File: src/rtl/sodor_imem_pkg.sv
// Shared types and constants for the Sodor instruction-memory responder.
package sodor_imem_pkg;

   localparam logic [31:0] NOP_WORD    = 32'h0000_0013;
   localparam int unsigned MAX_LATENCY = 4;

   typedef struct packed {
      logic        valid;
      logic [31:0] data;
      logic        fault;
   } imem_resp_t;

endpackage

File: src/rtl/imem_resp_pipe.sv
// Stallable, flushable N-stage response pipeline; N=0 degenerates to a wire.
module imem_resp_pipe
   import sodor_imem_pkg::*;
#(
   parameter int unsigned N = 1
) (
   input  logic       clock,
   input  logic       reset,
   input  logic       flush,
   input  imem_resp_t in_ent,
   input  logic       out_ready,
   output logic       in_ready,
   output imem_resp_t out_ent
);

   generate
      if (N == 0) begin : g_comb
         assign in_ready = out_ready & ~flush;

         always_comb begin
            out_ent       = in_ent;
            out_ent.valid = in_ent.valid & ~flush;
         end
      end else begin : g_pipe
         imem_resp_t stage [N];
         logic       advance;

         // The whole pipe moves whenever the output slot is empty or being consumed.
         assign advance  = ~stage[N-1].valid | out_ready;
         assign in_ready = advance & ~flush;
         assign out_ent  = stage[N-1];

         always_ff @(posedge clock) begin
            if (reset || flush) begin
               for (int i = 0; i < int'(N); i++) begin
                  stage[i].valid <= 1'b0;
               end
            end else if (advance) begin
               for (int i = int'(N) - 1; i > 0; i--) begin
                  stage[i] <= stage[i-1];
               end
               stage[0].valid <= in_ent.valid & in_ready;
               stage[0].data  <= in_ent.data;
               stage[0].fault <= in_ent.fault;
            end
         end
      end
   endgenerate

endmodule

File: src/rtl/sodor_imem_responder.sv
// Memory side of the Sodor imem interface: loadable program store answering fetches after LATENCY cycles.
module sodor_imem_responder
   import sodor_imem_pkg::*;
#(
   parameter int unsigned DEPTH    = 16,
   parameter int unsigned ADDR_W   = 4,
   parameter int unsigned LATENCY  = 1,
   parameter logic [31:0] NOP_WORD = sodor_imem_pkg::NOP_WORD
) (
   input  logic              clock,
   input  logic              reset,
   input  logic              load_en,
   input  logic [ADDR_W-1:0] load_addr,
   input  logic [31:0]       load_data,
   input  logic              io_imem_req_valid,
   output logic              io_imem_req_ready,
   input  logic [31:0]       io_imem_req_bits_addr,
   output logic              io_imem_resp_valid,
   input  logic              io_imem_resp_ready,
   output logic [31:0]       io_imem_resp_bits_data,
   output logic              io_imem_resp_fault,
   input  logic              flush,
   output logic [31:0]       fetch_count
);

   localparam int unsigned PIPE_N = (LATENCY > MAX_LATENCY) ? MAX_LATENCY : LATENCY;

   logic [31:0]       store [DEPTH];
   logic [DEPTH-1:0]  written;
   logic [ADDR_W-1:0] index;
   logic              misaligned;
   logic              pipe_ready;
   imem_resp_t        lookup;
   imem_resp_t        pipe_out;
   logic              unused_addr_bits;

   assign index            = io_imem_req_bits_addr[ADDR_W+1:2];
   assign misaligned       = |io_imem_req_bits_addr[1:0];
   assign unused_addr_bits = ^io_imem_req_bits_addr[31:ADDR_W+2];

   // Data array carries no reset; the bitmap alone decides what reads as a NOP.
   always_ff @(posedge clock) begin
      if (load_en && !reset) begin
         store[load_addr] <= load_data;
      end
   end

   always_ff @(posedge clock) begin
      if (reset) begin
         written <= '0;
      end else if (load_en) begin
         written[load_addr] <= 1'b1;
      end
   end

   // Read sees the store before this edge's load, giving read-before-write.
   always_comb begin
      lookup.valid = io_imem_req_valid;
      lookup.fault = misaligned;
      lookup.data  = NOP_WORD;
      if (!misaligned && written[index]) begin
         lookup.data = store[index];
      end
   end

   imem_resp_pipe #(
      .N(PIPE_N)
   ) u_pipe (
      .clock    (clock),
      .reset    (reset),
      .flush    (flush),
      .in_ent   (lookup),
      .out_ready(io_imem_resp_ready),
      .in_ready (pipe_ready),
      .out_ent  (pipe_out)
   );

   assign io_imem_req_ready      = pipe_ready & ~reset;
   assign io_imem_resp_valid     = pipe_out.valid & ~reset;
   assign io_imem_resp_fault     = pipe_out.fault & ~reset;
   assign io_imem_resp_bits_data = reset ? NOP_WORD : pipe_out.data;

   always_ff @(posedge clock) begin
      if (reset) begin
         fetch_count <= '0;
      end else if (io_imem_resp_valid && io_imem_resp_ready) begin
         fetch_count <= fetch_count + 32'd1;
      end
   end

endmodule

File: config.mk
export PLATFORM = sky130hd
export DESIGN_NAME = sodor_imem_responder
export DESIGN_NICKNAME = d
export VERILOG_FILES = /design/src/rtl/sodor_imem_pkg.sv /design/src/rtl/imem_resp_pipe.sv /design/src/rtl/sodor_imem_responder.sv
export SDC_FILE = /design/constraint.sdc
export NUM_CORES = 1
export LEC_CHECK = 0
export ABC_CLOCK_PERIOD_IN_PS = 5500
export CORE_ASPECT_RATIO = 0.7
export CORE_MARGIN = 2
export CORE_UTILIZATION = 34
export CTS_CLUSTER_SIZE = 14
export DETAILED_ROUTE_END_ITERATION = 10
export HOLD_SLACK_MARGIN = 0.15
export PLACE_DENSITY_LB_ADDON = 0.2
export SLEW_MARGIN = 40
export SYNTH_ARGS = -nofsm -noshare
export SYNTH_HDL_FRONTEND = slang
export SYNTH_HIERARCHICAL = 1
export SYNTH_SLANG_ARGS = --single-unit
export TNS_END_PERCENT = 5
File: constraint.sdc
create_clock -name clock -period 5.5 [get_ports clock]
set_clock_uncertainty 0.1 [all_clocks]
set_input_delay 1.375 -clock clock [delete_from_list [all_inputs] [get_ports clock]]
set_output_delay 1.375 -clock clock [all_outputs]
set_load 0.05 [all_outputs]
==> flow_summary.yaml, run 1 <==
power_and_ir_drop:
  power.clock.fraction_pct: 39.9
  pwr-share-comb_pct: 5.4
  vdd_drop_max_mv: 0.2491
  netSwitchingPower_mw: 1.947
  power.internal_mw: 7.196
  powerDensity_nw_per_um2: 338.6
  seqPwrFrac_pct: 54.8
  swShare_pct: 21.29
  p_leak_nw: 8.295
sta:
  finalSetupTns_ns: 0
  max-slew-margin-rel_pct: 47.80
  rsz0062_at_grt: "false"
  slew_violations: 0
  timing.final.crit_period_ns: 4.611
  fin_crit_sh_pct: 83.83
  worstMarginPinSlew_ns: 0.7812
  fmax_ghz: 0.2169
  hold_viol: 0
  setup_violations: 0
routing:
  drt_iter0_drc: 992
  vias: 11570
  wl_per_cell_um: 25.01
  drcViolationCount: 0
  wirelength_mm: 55.18
  ant_nets: 0
  vias_per_cell: 5.243
  dr.pass1.iters: 5
yosys:
  synthMuxAreaShare_pct: 13.02
  synth_compound_area_share_pct: 5.022
  synth_top_area_share_pct: 71.92
  synth_nets: 1209
  syn-instance-count: 1134
  synthXorXnorAreaFrac_pct: 0.3458
  yosys_warnings: 6
  synth_top_area_cell: "edfxtp_1"
  yosys.area_share.adder_pct: 0.05488
  yosysSeqAreaShare_pct: 76.14
  synth-simple-area-share_pct: 3.996
  syn_area_per_cell_sq_um: 20.10
  syn-cell-area_sq_um: 22800
  synth_top_family_by_area: "multiplexers"
  synth.distinct_cells: 45
  synth-seq-cells: 594
  synthTopCellsByArea: "edfxtp_1, mux4_2, dfxtp_1"
clocking:
  clkTransAtPathRegs_ns: 0.06
  cts_hold_buf: 0
  clock_path_buffers: 3
  post_cts_buffers: 0
  cts_resized: 0
  cts_tree: "done"
  clk-insertion-delay-late_ns: 0.61
  cts_sinks: 594
  htreeDepth: 2
  cts-root-buf: "clkbuf_16"
  cts_buffers: 56
floorplan:
  fp.dieW_um: 313.5
  die_h_um: 220.6
  die-area_sq_um: 69170
  io_pins: 141
  rows: 79
  initial_core_util_pct: 34.32
  placeableCoreArea_sq_um: 66420
worst_setup_path:
  cp_max_fo: 5
  crit_type: "input pin to primary output"
  cp-endpoint: "io_imem_req_ready"
  r2r_slack_ns: 3.16
  ff2ff_path_depth: 5
  startpoint_type: "input pin"
  end_kind: "primary output"
  worstReg2RegStart: "fetch_count[0]"
  worstPathArrival_ns: 3.14
  startpoint: "io_imem_resp_ready"
  rr_endpoint: "fetch_count[24]"
  cp_data_required_time_ns: 4.03
placement:
  place_area_sq_um: 25310
  post-dp-hpwl_mm: 29.91
  routabilityCongestion: 0.7138
  io_buffers: 114
hold_path:
  worstHoldPathType: "flop to flop"
cells_and_area:
  areaGrowthSynthToFinish_pct: 18.43
  regArea_sq_um: 17360
  fillerInstances: 5924
  post-route-util_pct: 40.65
  multi_input_area_sq_um: 5271
  mostFrequentLayoutCells: "edfxtp_1, mux4_2, clkdlybuf4s50_1, a22oi_1, clkbuf_16"
  drive_gt1_share_pct: 20.47
  final_common_cell: "edfxtp_1"
  fin_nets: 1349
  final_area_sq_um: 27000
global_routing:
  grt_max_degree: 101
  grt_use_total_pct: 16.04
  antenna_found_initial: 2
  grt_pass1_vias: 11750
  grt_overflow: 0
  grt_pass1_wl_mm: 80.84
run:
  max_cap_viol_count: 0
outcome:
  status: "finished, final reports clean"
worst min path at each step:
| stage | cells after the start | end | start | slack [ns] |
|---|---|---|---|---|
| floorplan | 1 | written[14] | written[14] | 0.32 |
| global placement | 1 | written[11] | written[11] | 0.33 |
| detailed placement | 1 | written[3] | written[3] | 0.34 |
| CTS | 1 | written[3] | written[3] | 0.35 |
| global route | 1 | written[11] | written[11] | 0.37 |
| finish | 1 | written[3] | written[3] | 0.35 |
per-layer routing:
metal	GRT usage, %	wire [um]	up-vias
met2	23.79	24020	324
met1	24.47	27110	6148
met3	2.877	3096	77
met4	3.892	937	2
li1	-	-	5016
met5	0	12	-
cell type report:
type | count | area share (%)
Multi-Input combinational cell | 461 | 19.52
Antenna cell | 1 | 0.009269
Clock buffer | 76 | 5.626
Sequential cell | 594 | 64.29
Timing Repair Buffer | 151 | 5.696
Clock inverter | 22 | 0.5886
Inverter | 10 | 0.1390
Tap cell | 891 | 4.129
synthesized netlist by cell type, drive strengths merged:
library cell    n
o2111ai         1
nand3           7
or3b            1
or4            16
nand4bb         1
o31ai          14
nand3b          1
and2            1
mux4          130
and4            2
nor4            4
nand4b          1
xnor2           8
a22oi          95
a21oi          23
mux2i           4
nand4          12
o41ai           2
nor2b          36
ha              1
buf            22
nand2b          3
or3            10
edfxtp        546
nand2          16
inv            10
or2             5
dfxtp          48
o21ai           6
o32ai           1
o2bb2ai         3
o211ai          1
a21o           15
xor2            1
clkbuf         47
and3b           1
nor3            8
nor2           30
and3            1
power groups by stage:
stage | Combinational [mW] | Sequential, mW | Clock, mW
after floorplan | 0.283 | 5.10 | 0
after global placement | 0.492 | 5.10 | 0
after detailed placement | 0.500 | 5.10 | 0
after CTS | 0.500 | 5.01 | 3.77
after global routing | 0.530 | 5.01 | 3.92
final | 0.490 | 5.01 | 3.65
critical path, stage by stage:
cell and delay [ns]:
clkdlybuf4s50_1 0.60, nor2b_4 0.09, nor2_1 0.09, nor2b_1 0.14, clkdlybuf4s50_1 0.82
cells by family (layout without fill, tap and decap cells):
group	count (synthesis)	count (layout)
flops	594	594
compound gates	161	161
simple gates	156	156
mux	134	134
buf+inv	79	259
xor+xnor	9	9
fa+ha+maj	1	1
other cells	0	1
state kept, by name (all words and copies together) (netlist names):
signal,cells
written,16
fetch_count,32
u_pipe/g_pipe.stage,34
store,512
stage by stage:
step	std cells	hold WS [ns]	worst slack (ns)	power, mW
floorplan	1134	0.3211	0.5539	5.382
global placement	2106	0.3288	0.8968	5.593
detailed placement	2106	0.3386	0.9224	5.603
CTS	2204	0.3539	0.8894	9.280
global route	2205	0.3661	0.8177	9.463
finish	2206	0.3507	0.8891	9.143
Note: power is estimated with default switching activity, not from simulation.
==> run 2: changes to the inputs <==
--- a/config.mk
+++ b/config.mk
@@ -5,7 +5,7 @@
 export SDC_FILE = /design/constraint.sdc
 export NUM_CORES = 1
 export LEC_CHECK = 0
-export ABC_CLOCK_PERIOD_IN_PS = 5500
+export ABC_CLOCK_PERIOD_IN_PS = 3760
 export CORE_ASPECT_RATIO = 0.7
 export CORE_MARGIN = 2
 export CORE_UTILIZATION = 34
==> constraint.sdc (replaced) <==
create_clock -name clock -period 3.76 [get_ports clock]
set_clock_uncertainty 0.1 [all_clocks]
set_input_delay 0.94 -clock clock [delete_from_list [all_inputs] [get_ports clock]]
set_output_delay 0.94 -clock clock [all_outputs]
set_load 0.05 [all_outputs]
==> flow_summary.yaml, run 2 (synthesis gave the netlist of run 1 again) <==
global_routing:
  grt_overflow: 0
  grt_pass1_vias: 11750
  antenna_found_initial: 4
  grt_pass1_wl_mm: 80.94
  grt_max_degree: 70
  grt_use_total_pct: 16.06
worst_setup_path:
  cp_max_fo: 5
  end_kind: "primary output"
  crit_type: "input pin to primary output"
  startpoint_type: "input pin"
  cp_data_required_time_ns: 2.72
  worstPathArrival_ns: 2.22
power_and_ir_drop:
  pwr-share-comb_pct: 5.4
  swShare_pct: 21.63
  p_leak_nw: 8.533
  seqPwrFrac_pct: 53.9
  power.internal_mw: 10.64
  netSwitchingPower_mw: 2.936
  vdd_drop_max_mv: 0.3286
  power.clock.fraction_pct: 40.6
  powerDensity_nw_per_um2: 497.7
sta:
  timing.final.crit_period_ns: 3.261
  setup_violations: 0
  fmax_ghz: 0.3067
  hold_viol: 0
  fin_crit_sh_pct: 86.72
  max-slew-margin-rel_pct: 53.57
  slew_violations: 0
  hold_slack_ns: 0.3474
  worstMarginPinSlew_ns: 0.6964
  rsz0062_at_grt: "false"
placement:
  io_buffers: 114
  placed_cells: 2127
  post-dp-hpwl_mm: 31.33
  routabilityCongestion: 0.7370
cells_and_area:
  mostFrequentLayoutCells: "edfxtp_1, mux4_2, a22oi_1, clkdlybuf4s50_1, buf_4"
  largest_registers: "store (512), u_pipe/g_pipe.stage (34), fetch_count (32)"
  final_cells: 2235
  fin_nets: 1370
  drive_gt1_share_pct: 25.11
  largest_register_ffs: 512
  regMostFlops: "store"
  final_common_cell: "edfxtp_1"
  areaGrowthSynthToFinish_pct: 19.68
routing:
  vias_per_cell: 5.239
  vias: 11710
  wirelength_mm: 55.54
  ant_nets: 0
  dr.pass1.iters: 5
  drcViolationCount: 0
  wl_per_cell_um: 24.85
  drt_iter0_drc: 992
clocking:
  cts_buffers: 57
  cts_tree: "done"
  htreeDepth: 2
  cts_resized: 0
  cts-root-buf: "clkbuf_16"
  cts_sinks: 594
  clkTransAtPathRegs_ns: 0.06
  cts_hold_buf: 0
  clk-insertion-delay-late_ns: 0.62
  post_cts_buffers: 0
  clock_path_buffers: 3
run:
  max_cap_viol_count: 0
floorplan:
  placeableCoreArea_sq_um: 66420
  rows: 79
  die_h_um: 220.6
  initial_core_util_pct: 34.32
  die-area_sq_um: 69170
  fp.dieW_um: 313.5
  io_pins: 141
outcome:
  status: "finished, final reports clean"
hold_path:
  worstHoldPathType: "flop to flop"
-- run 2: cell count changes in the layout (fill, tap and decap cells not counted), moves of 2 or more --
| cell | delta |
|---|---|
| clkinv_2 | +7 |
| clkbuf_1 | -12 |
| buf_12 | +9 |
| buf_4 | +46 |
| clkinv_1 | +6 |
| bufinv_16 | +2 |
| clkdlybuf4s50_1 | -34 |
| clkinvlp_4 | +4 |
-- run 2: power groups by stage --
stage / sequential, mW / combinational [mW] / clock [mW]
4_1_cts: 7.32 / 0.751 / 5.68
5_1_grt: 7.33 / 0.794 / 5.91
3_3_place_gp: 7.46 / 0.740 / 0
3_5_place_dp: 7.47 / 0.750 / 0
2_1_floorplan: 7.46 / 0.414 / 0
6_report: 7.32 / 0.738 / 5.52
-- run 2: area by class of cell --
type	instances	area (sq um)
Sequential cell	594	17360
Fill cell	5930	39140
Timing Repair Buffer	171	1712
Clock buffer	63	1449
Antenna cell	2	5.005
Inverter	10	37.54
Tap cell	891	1115
Multi-Input combinational cell	461	5278
Clock inverter	43	331.6
-- run 2: per-stage QoR --
stage | setup TNS [ns] | utilization, % | power, mW | setup slack, ns | instance area (sq um)
after floorplan | -51.96 | - | 7.872 | -0.6322 | 22800
after global placement | 0 | 38.39 | 8.204 | 0.5174 | 25500
after detailed placement | 0 | 38.39 | 8.217 | 0.5231 | 25500
after CTS | 0 | 41.07 | 13.76 | 0.5138 | 27280
after global routing | 0 | 41.07 | 14.03 | 0.4476 | 27280
final | 0 | 41.08 | 13.58 | 0.4995 | 27280
-- run 2: path summary, 6_finish.rpt --
| path | startpoint | to | cells past startpoint | slack (ns) |
|---|---|---|---|---|
| hold / removal | written[3] | written[3] | 1 | 0.35 |
| setup reg to reg | fetch_count[4] | fetch_count[27] | 4 | 1.42 |
| hold reg to reg | written[3] | written[3] | 1 | 0.35 |
| setup / recovery | io_imem_resp_ready | io_imem_req_ready | 5 | 0.50 |
-- run 2: routing by layer --
layer | global-route usage [%] | part of all wire, % | wire length, um
met5 | 0 | 0.040 | 22
met4 | 3.668 | 1.7 | 921
met3 | 2.952 | 5.5 | 3033
met2 | 24.20 | 45 | 24860
met1 | 24.23 | 48 | 26700
-- run 2: critical path, stage by stage --
cell and delay, ns:
clkdlybuf4s50_1 0.62, nor2b_4 0.08, nor2_1 0.10, nor2b_1 0.29, buf_12 0.18
